$ cat config.mk
export PLATFORM = sky130hd
export DESIGN_NAME = alu_arbiter
export DESIGN_NICKNAME = d
export VERILOG_FILES = /design/src/rtl/alu_pkg.sv /design/src/rtl/alu_core.sv /design/src/rtl/alu_arbiter.sv
export SDC_FILE = /design/constraint.sdc
export NUM_CORES = 1
export LEC_CHECK = 0
export CORE_ASPECT_RATIO = 0.75
export CORE_MARGIN = 2
export CORE_UTILIZATION = 49
export CTS_BUF_LIST = sky130_fd_sc_hd__clkbuf_16
export CTS_CLUSTER_DIAMETER = 80
export DETAILED_ROUTE_END_ITERATION = 12
export PLACE_DENSITY = 0.91
export REMOVE_ABC_BUFFERS = 1
export SYNTH_ARGS = -nofsm -noshare
export SYNTH_HDL_FRONTEND = slang
export SYNTH_SLANG_ARGS = --single-unit
export TNS_END_PERCENT = 5
$ cat constraint.sdc
create_clock -name clk -period 4.44 [get_ports clk]
set_input_delay 1.11 -clock clk [delete_from_list [all_inputs] [get_ports clk]]
set_output_delay 1.11 -clock clk [all_outputs]
set_load 0.05 [all_outputs]
$ cat src/rtl/alu_pkg.sv
// Shared opcode constants, response FSM encoding and opcode legality check
// for the arbitrated ALU.
package alu_pkg;

  localparam logic [2:0] OP_ADD  = 3'b000;
  localparam logic [2:0] OP_SUB  = 3'b001;
  localparam logic [2:0] OP_AND  = 3'b010;
  localparam logic [2:0] OP_OR   = 3'b011;
  localparam logic [2:0] OP_XOR  = 3'b100;
  localparam logic [2:0] OP_XNOR = 3'b101;

  typedef enum logic {
    ST_EMPTY = 1'b0,
    ST_FULL  = 1'b1
  } state_t;

  function automatic logic is_legal_op(input logic [2:0] op);
    return (op <= OP_XNOR);
  endfunction

endpackage

$ cat src/rtl/alu_core.sv
// Combinational DW-bit ALU; zero latency, no flow control.
// Opcodes 110/111 return zero with illegal set.
module alu_core
  import alu_pkg::*;
#(
  parameter int DW = 4
) (
  input  logic [DW-1:0] a,
  input  logic [DW-1:0] b,
  input  logic [2:0]    op,
  output logic [DW-1:0] result,
  output logic          illegal
);

  always_comb begin
    result  = '0;
    illegal = !is_legal_op(op);
    case (op)
      OP_ADD:  result = a + b;
      OP_SUB:  result = a - b;
      OP_AND:  result = a & b;
      OP_OR:   result = a | b;
      OP_XOR:  result = a ^ b;
      OP_XNOR: result = ~(a ^ b);
      default: result = '0;
    endcase
  end

endmodule

$ cat src/rtl/alu_arbiter.sv
// Round-robin share of one ALU among NREQ requesters; result one cycle after accept.
// Single-entry result register: stalls all requesters while full and rsp_ready is low.
module alu_arbiter
  import alu_pkg::*;
#(
  parameter int DW   = 4,
  parameter int NREQ = 2,
  parameter int IDW  = 1
) (
  input  logic                 clk,
  input  logic                 rst_n,
  input  logic [NREQ-1:0]      req_valid,
  output logic [NREQ-1:0]      req_ready,
  input  logic [NREQ*DW-1:0]   req_a,
  input  logic [NREQ*DW-1:0]   req_b,
  input  logic [NREQ*3-1:0]    req_op,
  output logic                 rsp_valid,
  input  logic                 rsp_ready,
  output logic [IDW-1:0]       rsp_id,
  output logic [DW-1:0]        rsp_result,
  output logic                 rsp_err
);

  state_t         state_q, state_d;
  logic [IDW-1:0] last_grant;
  logic [IDW-1:0] winner;
  logic [IDW-1:0] cand;
  logic           found;
  logic           can_accept;
  logic           accept;
  logic [DW-1:0]  mux_a, mux_b, alu_result;
  logic [2:0]     mux_op;
  logic           alu_illegal;

  // Scan from farthest to nearest so the requester right after last_grant wins.
  always_comb begin
    found  = 1'b0;
    winner = '0;
    cand   = '0;
    for (int k = NREQ; k >= 1; k--) begin
      cand = IDW'((int'(last_grant) + k) % NREQ);
      if (req_valid[cand]) begin
        found  = 1'b1;
        winner = cand;
      end
    end
  end

  assign can_accept = (state_q == ST_EMPTY) || rsp_ready;
  assign accept     = found && can_accept;

  always_comb begin
    req_ready = '0;
    if (found) req_ready[winner] = can_accept;
  end

  assign mux_a  = req_a[int'(winner)*DW +: DW];
  assign mux_b  = req_b[int'(winner)*DW +: DW];
  assign mux_op = req_op[int'(winner)*3 +: 3];

  alu_core #(.DW(DW)) u_alu_core (
    .a       (mux_a),
    .b       (mux_b),
    .op      (mux_op),
    .result  (alu_result),
    .illegal (alu_illegal)
  );

  always_comb begin
    state_d = state_q;
    case (state_q)
      ST_EMPTY: if (accept) state_d = ST_FULL;
      ST_FULL:  if (!accept && rsp_ready) state_d = ST_EMPTY;
      default:  state_d = ST_EMPTY;
    endcase
  end

  always_ff @(posedge clk or negedge rst_n) begin
    if (!rst_n) begin
      state_q    <= ST_EMPTY;
      last_grant <= IDW'(NREQ - 1);
      rsp_id     <= '0;
      rsp_result <= '0;
      rsp_err    <= 1'b0;
    end else begin
      state_q <= state_d;
      if (accept) begin
        last_grant <= winner;
        rsp_id     <= winner;
        rsp_result <= alu_result;
        rsp_err    <= alu_illegal;
      end
    end
  end

  assign rsp_valid = (state_q == ST_FULL);

endmodule
==> run_results.csv <==
group,metric,value,unit
timing,final-setup-viol-count,0,
power_and_ir_drop,combinational_fraction_of_design_power,0.506,
clocking,cts_made_buffers,3,
global_route,grt_remaining_overflow,0,
clocking,insertion_delay,230,ps
placed_design,dpl_worst_slack,498,ps
global_route,grt_antenna_before_repair,0,
power_and_ir_drop,power.switching_fraction,0.383,
global_route,grtUsageTotal,0.249,
synth,netlist_top_cells_count,"11 x sky130_fd_sc_hd__inv_1, 11 x sky130_fd_sc_hd__mux2i_1, 11 x sky130_fd_sc_hd__nand2_1",
timing,post-route-min-period,3770,ps
timing,max_slew.worst_pin.slew,504,ps
timing,unrepaired_setup_endpoints_after_global_routing,"no",
placed_design,detailedPlacementHpwl,2.24,mm
timing,timing.final.max_slew_violations,0,
power_and_ir_drop,p_per_area,337,nW/um^2
synth,syn_inst,121,
worst_hold_path,min-delay-start,"rsp_id$_DFFE_PN0P_",
power_and_ir_drop,power_spent_charging_and_discharging_nets,0.000195,W
worst_hold_path,whs_endpoint,"rsp_id$_DFFE_PN0P_",
synth,netlist.area_leader.share,0.163,
die,die_area,2580,sq um
global_route,grt_max_degree,31,
clocking,clk_pin_slew,40,ps
synth,synth.avg_cell_area,8.86,sq um
drt,final_routed_drc_violation_total,0,
power_and_ir_drop,worst_ir_drop_vdd,0.368,mV
worst_setup_path,timing.reg2reg.setup_slack,1740,ps
synth,synthArstFlopShare,1.00,
timing,timing.final.crit_share,0.850,
timing,setup_ws,668,ps
final_layout,layout.cells.non_filler,182,
synth,synth-warning-count,0,
final_layout,post_route_cells_drive_above_1_share,0.114,
placed_design,placed_cells,178,
power_and_ir_drop,power.leakage,0.653,nW
drt,drt_wl_total,2.91,mm
worst_setup_path,rr_startpoint,"last_grant$_DFFE_PN1P_",
clocking,postCtsHoldBufs,0,
synth,synth_area,1070,sq um
clocking,clk_root_buffer_cell,"sky130_fd_sc_hd__clkbuf_16",
die,fp.dieH,44.5,um
worst_setup_path,startpoint_type,"input pin",
placed_design,gp_routability_congestion,0.746,
worst_setup_path,worst-endpoint-arrival,2660,ps
flow_run,max-cap-violations,0,
final_layout,area_occupied_by_multi_input_gates,787,sq um
synth,count_of_distinct_cell_types_in_the_synthesized_netlist,42,
final_layout,final_net_count,195,
drt,via_per_inst,5.93,
clocking,cts_sinks,8,
final_layout,layout-area-overhead-vs-synth,41.0,%
synth,synth-seq-area-share,0.188,
global_route,grt_pass1_vias,1079,
drt,routed_wire_length_per_instance,16.0,um
timing,worst_slew_margin_rel,0.663,
outcome,outcome,"finished clean",
drt,dr.first_iter.drc_count,39,
worst_setup_path,ff2ff_path_depth,11,
placed_design,port-buffer-count,35,
clocking,cts_tree,"done",
clocking,max-clock-path-buffers,2,
synth,synth-edff-count,0,
power_and_ir_drop,intPower,0.000314,W
drt,drt_pre_antenna_iters,4,
die,effective_utilization_at_floorplan,0.528,
die,die_width,58.0,um
worst_setup_path,critical_path_required,3330,ps
clocking,cts.repair.resized,0,
synth,post-synth-top-area-cell,"sky130_fd_sc_hd__dfrtp_1",
timing,fin_hold_viols,0,
power_and_ir_drop,power.sequential.fraction,0.192,
worst_setup_path,setup.worst_path.start,"req_valid[1]",
die,placeableCoreArea,2030,sq um
clocking,cts.htree.levels,1,
synth,ys_top_cells_by_area,"sky130_fd_sc_hd__dfrtp_1 16%, sky130_fd_sc_hd__mux2i_1 10%, sky130_fd_sc_hd__ha_1 9.3%, sky130_fd_sc_hd__xnor2_1 4.1%, sky130_fd_sc_hd__xor2_1 4.1%",
worst_hold_path,hold-path-cell-count,1,
timing,timing.clock.skew,2.24,ps
die,ios,36,
worst_setup_path,critical_path_class,"input pin to output pin",
die,num_rows,14,
clocking,post-cts-setup-buffers,0,
final_layout,diodes,0,
worst_setup_path,endpoint_kind,"output pin",
final_layout,fillerInstances,152,
worst_setup_path,regToRegEndpoint,"rsp_result[3]$_DFFE_PN0P_",
final_layout,utilization,0.744,
global_route,grt_first_pass_wirelength,4.79,mm
timing,totalNegativeSetupSlack,0,ps
timing,max_clock_freq,265,MHz
power_and_ir_drop,clock_power_share,0.302,
synth,synth-main-ff-cell,"sky130_fd_sc_hd__dfrtp_1",
final_layout,sequential_cell_area,201,sq um
worst_hold_path,class_of_the_most_critical_hold_timing_path,"register to register",
drt,drtAntennaViolNets,0,
drt,routed-via-count,1079,
synth,synth.ff_latch_count,8,
worst_setup_path,cp_max_fo,30,
==> stage by stage <==
stage                     hold slack, ps  power [W]  instance area (sq um)
after floorplan                      515   0.000260                   1030
after global placement               467   0.000340                   1430
after detailed placement             466   0.000351                   1430
after CTS                            482   0.000511                   1510
after global routing                 504   0.000537                   1510
final                                476   0.000509                   1510
==> flip-flops by register name (all words and copies together) (netlist names) <==
register / cells
last_grant: 1
rsp_err: 1
rsp_id: 1
rsp_result: 4
rsp_valid: 1
==> cells by family (layout without fill, tap and decap cells) <==
kind of cell / count (synthesis) / in the layout / synth area share
and+or+nand+nor: 36 / 36 / 0.169
AOI/OAI and AO/OA: 29 / 29 / 0.224
buffers and inverters: 15 / 52 / 0.0782
muxes: 14 / 14 / 0.147
xor gates and xnor gates: 10 / 10 / 0.0817
adders and majority gates: 9 / 9 / 0.112
DFF: 8 / 8 / 0.188
==> layout by cell type (no fill, tap or decap), types with 4 or more instances in the layout <==
| cell type | n |
|---|---|
| sky130_fd_sc_hd__nor3_1 | 4 |
| sky130_fd_sc_hd__mux2i_1 | 11 |
| sky130_fd_sc_hd__xnor2_1 | 5 |
| sky130_fd_sc_hd__xor2_1 | 5 |
| sky130_fd_sc_hd__ha_1 | 8 |
| sky130_fd_sc_hd__dfrtp_1 | 7 |
| sky130_fd_sc_hd__clkdlybuf4s50_1 | 33 |
| sky130_fd_sc_hd__inv_1 | 12 |
| sky130_fd_sc_hd__nand2_1 | 11 |
| sky130_fd_sc_hd__nor2_1 | 6 |
| sky130_fd_sc_hd__nand2b_1 | 4 |
| sky130_fd_sc_hd__o21ai_0 | 4 |
| sky130_fd_sc_hd__a21oi_1 | 5 |
==> critical path: stages <==
cell,delay [ps]
sky130_fd_sc_hd__clkdlybuf4s50_1,500
sky130_fd_sc_hd__a21boi_4,190
sky130_fd_sc_hd__buf_4,400
sky130_fd_sc_hd__and2_1,300
sky130_fd_sc_hd__buf_12,160
==> per-layer routing <==
layer	vias up	track usage	share of wire
li1	508	-	-
met1	509	0.290	0.41
met2	51	0.484	0.51
met3	11	0.0409	0.057
met4	0	0.0465	0.021
met5	-	0	0
==> worst max-delay path by stage <==
stage,endpoint,slack (ps),cells after the start
final,req_ready[1],670,5
after global placement,req_ready[1],730,5
after detailed placement,rsp_result[3]$_DFFE_PN0P_,500,12
after floorplan,req_ready[0],830,2
after global routing,rsp_result[3]$_DFFE_PN0P_,610,12
after CTS,req_ready[1],670,5
==> power by group through the flow <==
stage / Clock, W / Combinational (W) / Sequential [W]
2_1_floorplan: 0 / 0.000118 / 0.000142
3_3_place_gp: 0 / 0.000242 / 0.0000977
6_report: 0.000154 / 0.000258 / 0.0000977
4_1_cts: 0.000157 / 0.000256 / 0.0000974
3_5_place_dp: 0 / 0.000253 / 0.0000976
5_1_grt: 0.000164 / 0.000275 / 0.0000988
==> layout make-up <==
cell class / instances / share of cell area
Multi-Input combinational cell: 98 / 0.521
Inverter: 11 / 0.0273
Tap cell: 24 / 0.0199
Clock buffer: 3 / 0.0497
Clock inverter: 1 / 0.00248
Timing Repair Buffer: 37 / 0.247
Sequential cell: 8 / 0.133
Note: power is estimated with default switching activity, not from simulation.
